===== config.mk =====
export PLATFORM = sky130hd
export DESIGN_NAME = uart_tx_ctrl
export DESIGN_NICKNAME = d
export VERILOG_FILES = /design/src/rtl/uart_pkg.sv /design/src/rtl/uart_baud_gen.sv /design/src/rtl/uart_tx_ctrl.sv
export SDC_FILE = /design/constraint.sdc
export NUM_CORES = 1
export LEC_CHECK = 0
export BUFFER_PORTS_ARGS = -buffer_cell sky130_fd_sc_hd__buf_2
export CAP_MARGIN = 20
export CORE_MARGIN = 1
export CORE_UTILIZATION = 50
export CTS_BUF_LIST = sky130_fd_sc_hd__clkbuf_4 sky130_fd_sc_hd__clkbuf_8 sky130_fd_sc_hd__clkbuf_16
export CTS_CLUSTER_SIZE = 24
export DETAILED_ROUTE_END_ITERATION = 8
export GPL_TIMING_DRIVEN = 0
export PLACE_DENSITY_LB_ADDON = 0.15
export SYNTH_ARGS = -nofsm -noshare
export SYNTH_HDL_FRONTEND = slang
export SYNTH_SLANG_ARGS = --single-unit

===== constraint.sdc =====
create_clock -name clk -period 2.2 [get_ports clk]
set_input_delay 0.11 -clock clk [delete_from_list [all_inputs] [get_ports clk]]
set_output_delay 0.11 -clock clk [all_outputs]
set_load 0.005 [all_outputs]

===== src/rtl/uart_pkg.sv =====
// Shared UART types and line levels.
// Used by the tx controller and its baud divider.
package uart_pkg;

  typedef enum logic [2:0] {
    IDLE,
    START,
    DATA,
    PARITY,
    STOP
  } tx_state_e;

  localparam logic UART_IDLE_LVL  = 1'b1;
  localparam logic UART_START_LVL = 1'b0;

  function automatic int cnt_w(input int n);
    return (n <= 2) ? 1 : $clog2(n);
  endfunction

endpackage


===== src/rtl/uart_baud_gen.sv =====
// Bit-period divider: tick marks the last cycle of each bit.
// pre warns one cycle ahead that the next cycle is a tick.
module uart_baud_gen
  import uart_pkg::*;
#(
  parameter int CLKS_PER_BIT = 16
) (
  input  logic clk,
  input  logic rst,
  input  logic run,
  output logic tick,
  output logic pre
);

  localparam int CW = cnt_w(CLKS_PER_BIT);
  localparam logic [CW-1:0] LAST = CW'(CLKS_PER_BIT - 1);
  localparam logic ONE = (CLKS_PER_BIT == 1);

  logic [CW-1:0] cnt;

  always_ff @(posedge clk or negedge rst) begin
    if (!rst) begin
      cnt <= '0;
    end else if (!run || tick) begin
      cnt <= '0;
    end else begin
      cnt <= cnt + 1'b1;
    end
  end

  assign tick = run && (cnt == LAST);

  // Lets the controller register done in the final cycle.
  assign pre = ONE |
    (run && !tick && ((cnt + 1'b1) == LAST));

endmodule


===== src/rtl/uart_tx_ctrl.sv =====
// UART transmit controller: start, LSB-first data, stop.
// Define UART_TX_PARITY_EN to add a parity bit (PARITY_ODD).
module uart_tx_ctrl
  import uart_pkg::*;
#(
  parameter int DATA_BITS    = 8,
  parameter int CLKS_PER_BIT = 16,
  parameter int STOP_BITS    = 1,
  parameter int PARITY_ODD   = 0
) (
  input  logic                 clk,
  input  logic                 rst,
  input  logic                 tx_valid,
  input  logic [DATA_BITS-1:0] tx_data,
  output logic                 tx_ready,
  output logic                 tx_o,
  output logic                 busy,
  output logic                 done
);

  localparam int BW = cnt_w(DATA_BITS);
  localparam logic [BW-1:0] BIT_LAST =
    BW'(DATA_BITS - 1);
  localparam logic STOP_LAST = 1'(STOP_BITS - 1);

  tx_state_e            state;
  tx_state_e            state_nxt;
  logic [DATA_BITS-1:0] shift;
  logic [DATA_BITS-1:0] shift_nxt;
  logic [BW-1:0]        bit_cnt;
  logic [BW-1:0]        bit_nxt;
  logic                 stop_cnt;
  logic                 stop_nxt;
  logic                 tick;
  logic                 pre;
  logic                 run;
  logic                 lvl;
`ifdef UART_TX_PARITY_EN
  logic                 par;
  logic                 par_nxt;
`else
  logic                 unused_parity;
  assign unused_parity = 1'(PARITY_ODD);
`endif

  assign run = (state != IDLE);

  uart_baud_gen #(
    .CLKS_PER_BIT(CLKS_PER_BIT)
  ) u_baud (
    .clk (clk),
    .rst (rst),
    .run (run),
    .tick(tick),
    .pre (pre)
  );

  always_comb begin
    state_nxt = state;
    shift_nxt = shift;
    bit_nxt   = bit_cnt;
    stop_nxt  = stop_cnt;
`ifdef UART_TX_PARITY_EN
    par_nxt   = par;
`endif
    unique case (state)
      IDLE: begin
        if (tx_valid && tx_ready) begin
          state_nxt = START;
          shift_nxt = tx_data;
          bit_nxt   = '0;
          stop_nxt  = 1'b0;
`ifdef UART_TX_PARITY_EN
          par_nxt   = ^tx_data ^ 1'(PARITY_ODD);
`endif
        end
      end
      START: begin
        if (tick) state_nxt = DATA;
      end
      DATA: begin
        if (tick) begin
          if (bit_cnt == BIT_LAST) begin
`ifdef UART_TX_PARITY_EN
            state_nxt = PARITY;
`else
            state_nxt = STOP;
`endif
            bit_nxt = '0;
          end else begin
            shift_nxt = shift >> 1;
            bit_nxt   = bit_cnt + 1'b1;
          end
        end
      end
`ifdef UART_TX_PARITY_EN
      PARITY: begin
        if (tick) state_nxt = STOP;
      end
`endif
      STOP: begin
        if (tick) begin
          if (stop_cnt == STOP_LAST) begin
            state_nxt = IDLE;
          end else begin
            stop_nxt = 1'b1;
          end
        end
      end
      default: begin
        state_nxt = IDLE;
        shift_nxt = '0;
        bit_nxt   = '0;
        stop_nxt  = 1'b0;
      end
    endcase
  end

  always_comb begin
    lvl = UART_IDLE_LVL;
    unique case (state_nxt)
      START:   lvl = UART_START_LVL;
      DATA:    lvl = shift_nxt[0];
`ifdef UART_TX_PARITY_EN
      PARITY:  lvl = par_nxt;
`endif
      default: lvl = UART_IDLE_LVL;
    endcase
  end

  always_ff @(posedge clk or negedge rst) begin
    if (!rst) begin
      state    <= IDLE;
      shift    <= '0;
      bit_cnt  <= '0;
      stop_cnt <= 1'b0;
`ifdef UART_TX_PARITY_EN
      par      <= 1'b0;
`endif
      tx_o     <= UART_IDLE_LVL;
      tx_ready <= 1'b1;
      busy     <= 1'b0;
      done     <= 1'b0;
    end else begin
      state    <= state_nxt;
      shift    <= shift_nxt;
      bit_cnt  <= bit_nxt;
      stop_cnt <= stop_nxt;
`ifdef UART_TX_PARITY_EN
      par      <= par_nxt;
`endif
      tx_o     <= lvl;
      tx_ready <= (state_nxt == IDLE);
      busy     <= (state_nxt != IDLE);
      // High during the last stop cycle only.
      done     <= (state_nxt == STOP) &&
                  (stop_nxt == STOP_LAST) && pre;
    end
  end

endmodule

# Yosys cells after proc, flatten, opt, wreduce, memory -nomap -nowiden
# Cells that the tools add are included.
[totals]
register_bits = 23
inputBits = 11
out_inout_bits = 4
wordCells = 64
[op_classes]
add_sub_neg = 2
eq_ne = 12
muxes = 21
bitwise_logic = 2
n_reduce_logical = 17
[op_table]
columns = ["cell", "count"]
rows = [
  ["$mux W3", 9],
  ["$mux W8", 3],
  ["$pmux W8 S3", 1],
  ["$pmux W3 S4", 1],
  ["$eq A3 B3 Y1 const B", 3],
  ["$pmux W3 S3", 1],
  ["$eq A4 B4 Y1 const B", 2],
  ["$eq A3 B1 Y1 const B", 2],
  ["$eq A3 B2 Y1 const B", 2],
  ["$logic_and A1 B1 Y1", 6],
  ["$logic_not A3 Y1", 2],
  ["$reduce_bool A3 Y1", 2],
  ["$add A4 B1 Y4 const B", 1],
  ["$mux W4", 1],
  ["$ne A2 B2 Y1 const B", 2],
  ["$reduce_and A4 Y1", 1],
  ["$reduce_or A2 Y1", 2],
  ["$add A3 B1 Y3 const B", 1],
  ["$mux W1", 3],
  ["$pmux W1 S3", 1],
  ["$reduce_and A3 Y1", 1],
  ["$logic_not A1 Y1", 2],
  ["$ne A2 B1 Y1 const B", 1],
  ["$not A1 Y1", 2],
  ["2 further kinds", 2],
]

# Longest topological paths before layout
[logic_depth]
ltp_word = 7
mapped_depth = 6
ltp_nobuf = 6

# Cells and area by module
# Synthesis repeated with hierarchy kept, for this count alone.
[hier_totals]
cells_unflattened = 108
hier_area_um2 = 1142.3
[by_module_without_submodules]
columns = ["mod", "n_inst", "cells_per_inst", "area_each_um2", "seq_area_each_um2"]
rows = [
  ["uart_tx_ctrl", 1, 86, 935.9, 478.0],
  ["uart_baud_gen", 1, 22, 206.4, 100.1],
]

# Least setup slack after synthesis
# No wires, ideal clock.
[synth_path]
path_kind = "reg2reg"
startpoint = "register bit_cnt[0]"
endpoint = "register shift[0]"
setup_time_ns = 0.134
t_arrival_ns = 1.646
t_required_ns = 2.066
slack_ns = 0.420
stages_incl_launch_ff = 7
path_buffers = 0
period_less_slack_ns = 1.780
cell_sequence = "dfrtp_1 > ha_1 > ha_1 > and4b_1 > o22ai_2 > a222oi_1 > inv_1"
[synth_via]
elab_chain_cells = 4
[synth_lines]
columns = ["item", "line", "text"]
rows = [
  ["start: declaration", "uart_tx_ctrl.sv:30", "logic [BW-1:0] bit_cnt;"],
  ["start signal: assignment", "uart_tx_ctrl.sv:147", "bit_cnt <= bit_nxt;"],
  ["$eq A3 B3 Y1", "uart_tx_ctrl.sv:83", "if (bit_cnt == BIT_LAST) begin"],
  ["$mux W8", "uart_tx_ctrl.sv:83", ""],
  ["$mux W8", "uart_tx_ctrl.sv:82", "if (tick) begin"],
  ["$pmux W8 S3", "uart_tx_ctrl.sv:66", "unique case (state)"],
  ["net shift_nxt[0]", "uart_tx_ctrl.sv:29", "logic [DATA_BITS-1:0] shift_nxt;"],
  ["end signal: assignment", "uart_tx_ctrl.sv:146", "shift <= shift_nxt;"],
  ["end: declaration", "uart_tx_ctrl.sv:28", "logic [DATA_BITS-1:0] shift;"],
]
# The timed path passes the listed nets, and every way through them passes these cells. The select of a mux whose other input is x is not followed.
# A chain may end at the register's enable or synchronous reset.

# Worst setup path after layout
# Same ends and word-level chain as after synthesis.

==> impl_metrics.ini <==
[run_status]
outcome = finished, violations left
violations = DRC

[floorplanning]
boundaryPins = 15
die_x_um = 47.5
start_util_pct = 52.8
fp.dieH_um = 47.5
core_area_um2 = 1960
rows = 16
dieArea_um2 = 2260

[worst_setup_path]
cp_max_fo = 8
crit_required_ns = 2.39
cp-start-kind = flip-flop
end_kind = flip-flop
worstSetupPathType = reg2reg
arrival_ns = 2.18

[route]
wl_met3_um = 55
drt_first_pass_iters = 7
routed_wl_um = 1720
wl_per_cell_um = 12.9
drt_iter0_markers = 44
via_per_inst = 5.42
wl_met1_um = 840
ant_nets = 0
routed-via-count = 721
drc = 1
highest_layer = met4
met2_wirelength_um = 815

[timing]
tightest_slew_ns = 0.486
clock.fmax_ghz = 0.503
setup_violations = 0
fin_crit_sh_pct = 90.3
hold_viol = 0
maxSlewHeadroom_pct = 67.6
fin_tns_setup_ns = 0
grt_setup_unrepaired = no
finClkSkew_ns = 0.00857
setup_slack_ns = 0.214
maxSlewViolCount = 0
period_minus_slack_ns = 1.99

[grt]
grt_pass1_wl_um = 2690
grt_max_degree = 24
grt_overflow = 0
grt_pass1_vias = 636
grtUsageTotal_pct = 17.2
antenna_found_initial = 0

[clocking]
cts.sinks = 23
cts_inserted_buffers = 3
clk_path_buf_depth = 2
cts_setup_buffers = 0
htreeDepth = 1
insertion_delay_ns = 0.30
path_clk_slew_ns = 0.12
tritoncts = done
clockRootBuffer = clkbuf_4

[synth]
synth.distinct_cells = 34
yosysWarnings = 0
syn_inst = 84
synth_area_um2 = 1040
mappedNetlistNets = 99
syn_area_per_cell_um2 = 12.3
synth-seq-cells = 23
yosysSeqAreaShare_pct = 55.8

[finish]
syn2layout_area_growth_pct = 16.5
post-route-util_pct = 61.5
drive_gt1_share_pct = 32.1
finalNonFillerCells = 133
nNetsFinal = 122
antennaDiodeCount = 0

[job]
maxCapViolCount = 0

[power_and_ir_drop]
leakage_uw = 0.000646
power.density_nw_per_um2 = 521
vdd_drop_max_mv = 0.398

[placed_design]
portBuffers = 14
dpl_worst_slack_ns = 0.207
gp_congestion = 0.776
dp.final_hpwl_um = 1200
dpl.cell_count = 125

[min_path]
min_path_type = in2reg
-- synth_stat cells --
| cell type | number | area, µm² |
|---|---|---|
| dfrtp_1 | 21 | 526 |
| inv_1 | 8 | 30.0 |
| a222oi_1 | 7 | 70.1 |
| nor2_1 | 5 | 18.8 |
| ha_1 | 4 | 50.1 |
| nand3_1 | 3 | 15.0 |
| o21ai_0 | 3 | 15.0 |
| a21o_2 | 2 | 17.5 |
| a22o_1 | 2 | 17.5 |
| and3_2 | 2 | 15.0 |
| dfstp_2 | 2 | 52.6 |
| nor3_1 | 2 | 10.0 |
| xnor2_1 | 2 | 17.5 |
| a21oi_1 | 1 | 5.00 |
| a21oi_2 | 1 | 8.76 |
| a22o_2 | 1 | 10.0 |
| and2_1 | 1 | 6.26 |
| and2b_2 | 1 | 8.76 |
| and4b_1 | 1 | 10.0 |
| and4bb_2 | 1 | 12.5 |
| buf_4 | 1 | 7.51 |
| buf_6 | 1 | 11.3 |
| mux2_2 | 1 | 11.3 |
| nand2_1 | 1 | 3.75 |
| nand4b_1 | 1 | 8.76 |
| nor2b_1 | 1 | 6.26 |
| nor3_4 | 1 | 16.3 |
| nor3b_1 | 1 | 7.51 |
| o21bai_1 | 1 | 7.51 |
| o22ai_1 | 1 | 6.26 |
| o22ai_2 | 1 | 12.5 |
| or2_2 | 1 | 6.26 |
| or3_1 | 1 | 6.26 |
| or3b_1 | 1 | 8.76 |
-- where the power goes --
group	total, µW	internal, µW	switching (µW)
Clock	184	67.8	117
Sequential	423	423	0
Combinational	21.4	10.7	10.6
Total	629	501	127
-- per-stage QoR --
stage	hold slack (ns)	power (µW)	area, µm²
6_report	0.0268	629	1210
3_5_place_dp	0.107	448	1140
5_1_grt	0.0223	660	1210
3_3_place_gp	0.100	447	1140
2_1_floorplan	-0.186	431	1040
4_1_cts	0.0125	643	1210
-- kinds of logic (layout without fill, tap and decap cells) --
group	Yosys count	count (layout)	synth area share (%)
multiplexers	1	1	1.09
buffers and inverters	10	32	4.71
AND/OR/NAND/NOR	24	24	15.5
flip-flops	23	23	55.8
AO/OA/AOI/OAI	20	20	16.4
XOR/XNOR	2	2	1.69
adder cells (fa/ha/maj)	4	4	4.83
-- worst max-delay path, stage by stage, from the launching register on --
cell	delay, ns
dfrtp_1	0.41
ha_1	0.20
ha_1	0.25
and4b_1	0.30
o22ai_2	0.14
a222oi_1	0.48
inv_1	0.09
-- flip-flops by register name, indices dropped and copies added (netlist names) --
name,flops
done,1
shift,8
tx_o,1
busy,1
u_baud.cnt,4
stop_cnt,1
bit_cnt,3
state,3
tx_ready,1
-- final cells by class --
| cell class | count | area (µm²) |
|---|---|---|
| fill | 175 | 754 |
| sequential | 23 | 578 |
| multi-input combinational | 51 | 409 |
| timing repair buffer | 18 | 110 |
| tap | 27 | 33.8 |
| inverter | 8 | 30.0 |
| clock buffer | 3 | 22.5 |
| buffer | 2 | 18.8 |
| clock inverter | 1 | 5.00 |
-- placed cells by master (no fill, tap or decap), types with 2 or more instances in the layout --
master,count
dfrtp_1,21
buf_2,14
inv_1,8
a222oi_1,7
nor2_1,5
ha_1,4
dlygate4sd3_1,4
nand3_1,3
o21ai_0,3
clkbuf_4,3
a21o_2,2
nor3_1,2
and3_2,2
xnor2_1,2
a22o_1,2
dfstp_2,2
-- per-layer routing --
layer	up-vias	GRT usage [%]
met2	13	26.3
li1	358	-
met5	-	0
met4	0	7.43
met1	348	23.9
met3	2	3.40
-- repair_timing --
| action | in CTS | in global routing |
|---|---|---|
| hold buffers | 4 | 0 |
| resized for setup | 0 | 0 |
| hold endpoints to repair | 24 | 0 |
-- path summary, 6_finish.rpt --
| path | endpoint | startpoint | slack [ns] | depth (start not counted) |
|---|---|---|---|---|
| max | shift[0] | bit_cnt[0] | 0.21 | 6 |
| min | shift[1] | tx_data[1] | 0.03 | 3 |
| max reg2reg | shift[0] | bit_cnt[0] | 0.21 | 6 |
| min reg2reg | u_baud.cnt[0] | u_baud.cnt[0] | 0.50 | 1 |
| max in group asynchronous | tx_o | rst | 1.56 | 2 |
| min in group asynchronous | bit_cnt[2] | rst | 0.28 | 2 |
No activity file was read; power rests on OpenSTA's default activity.
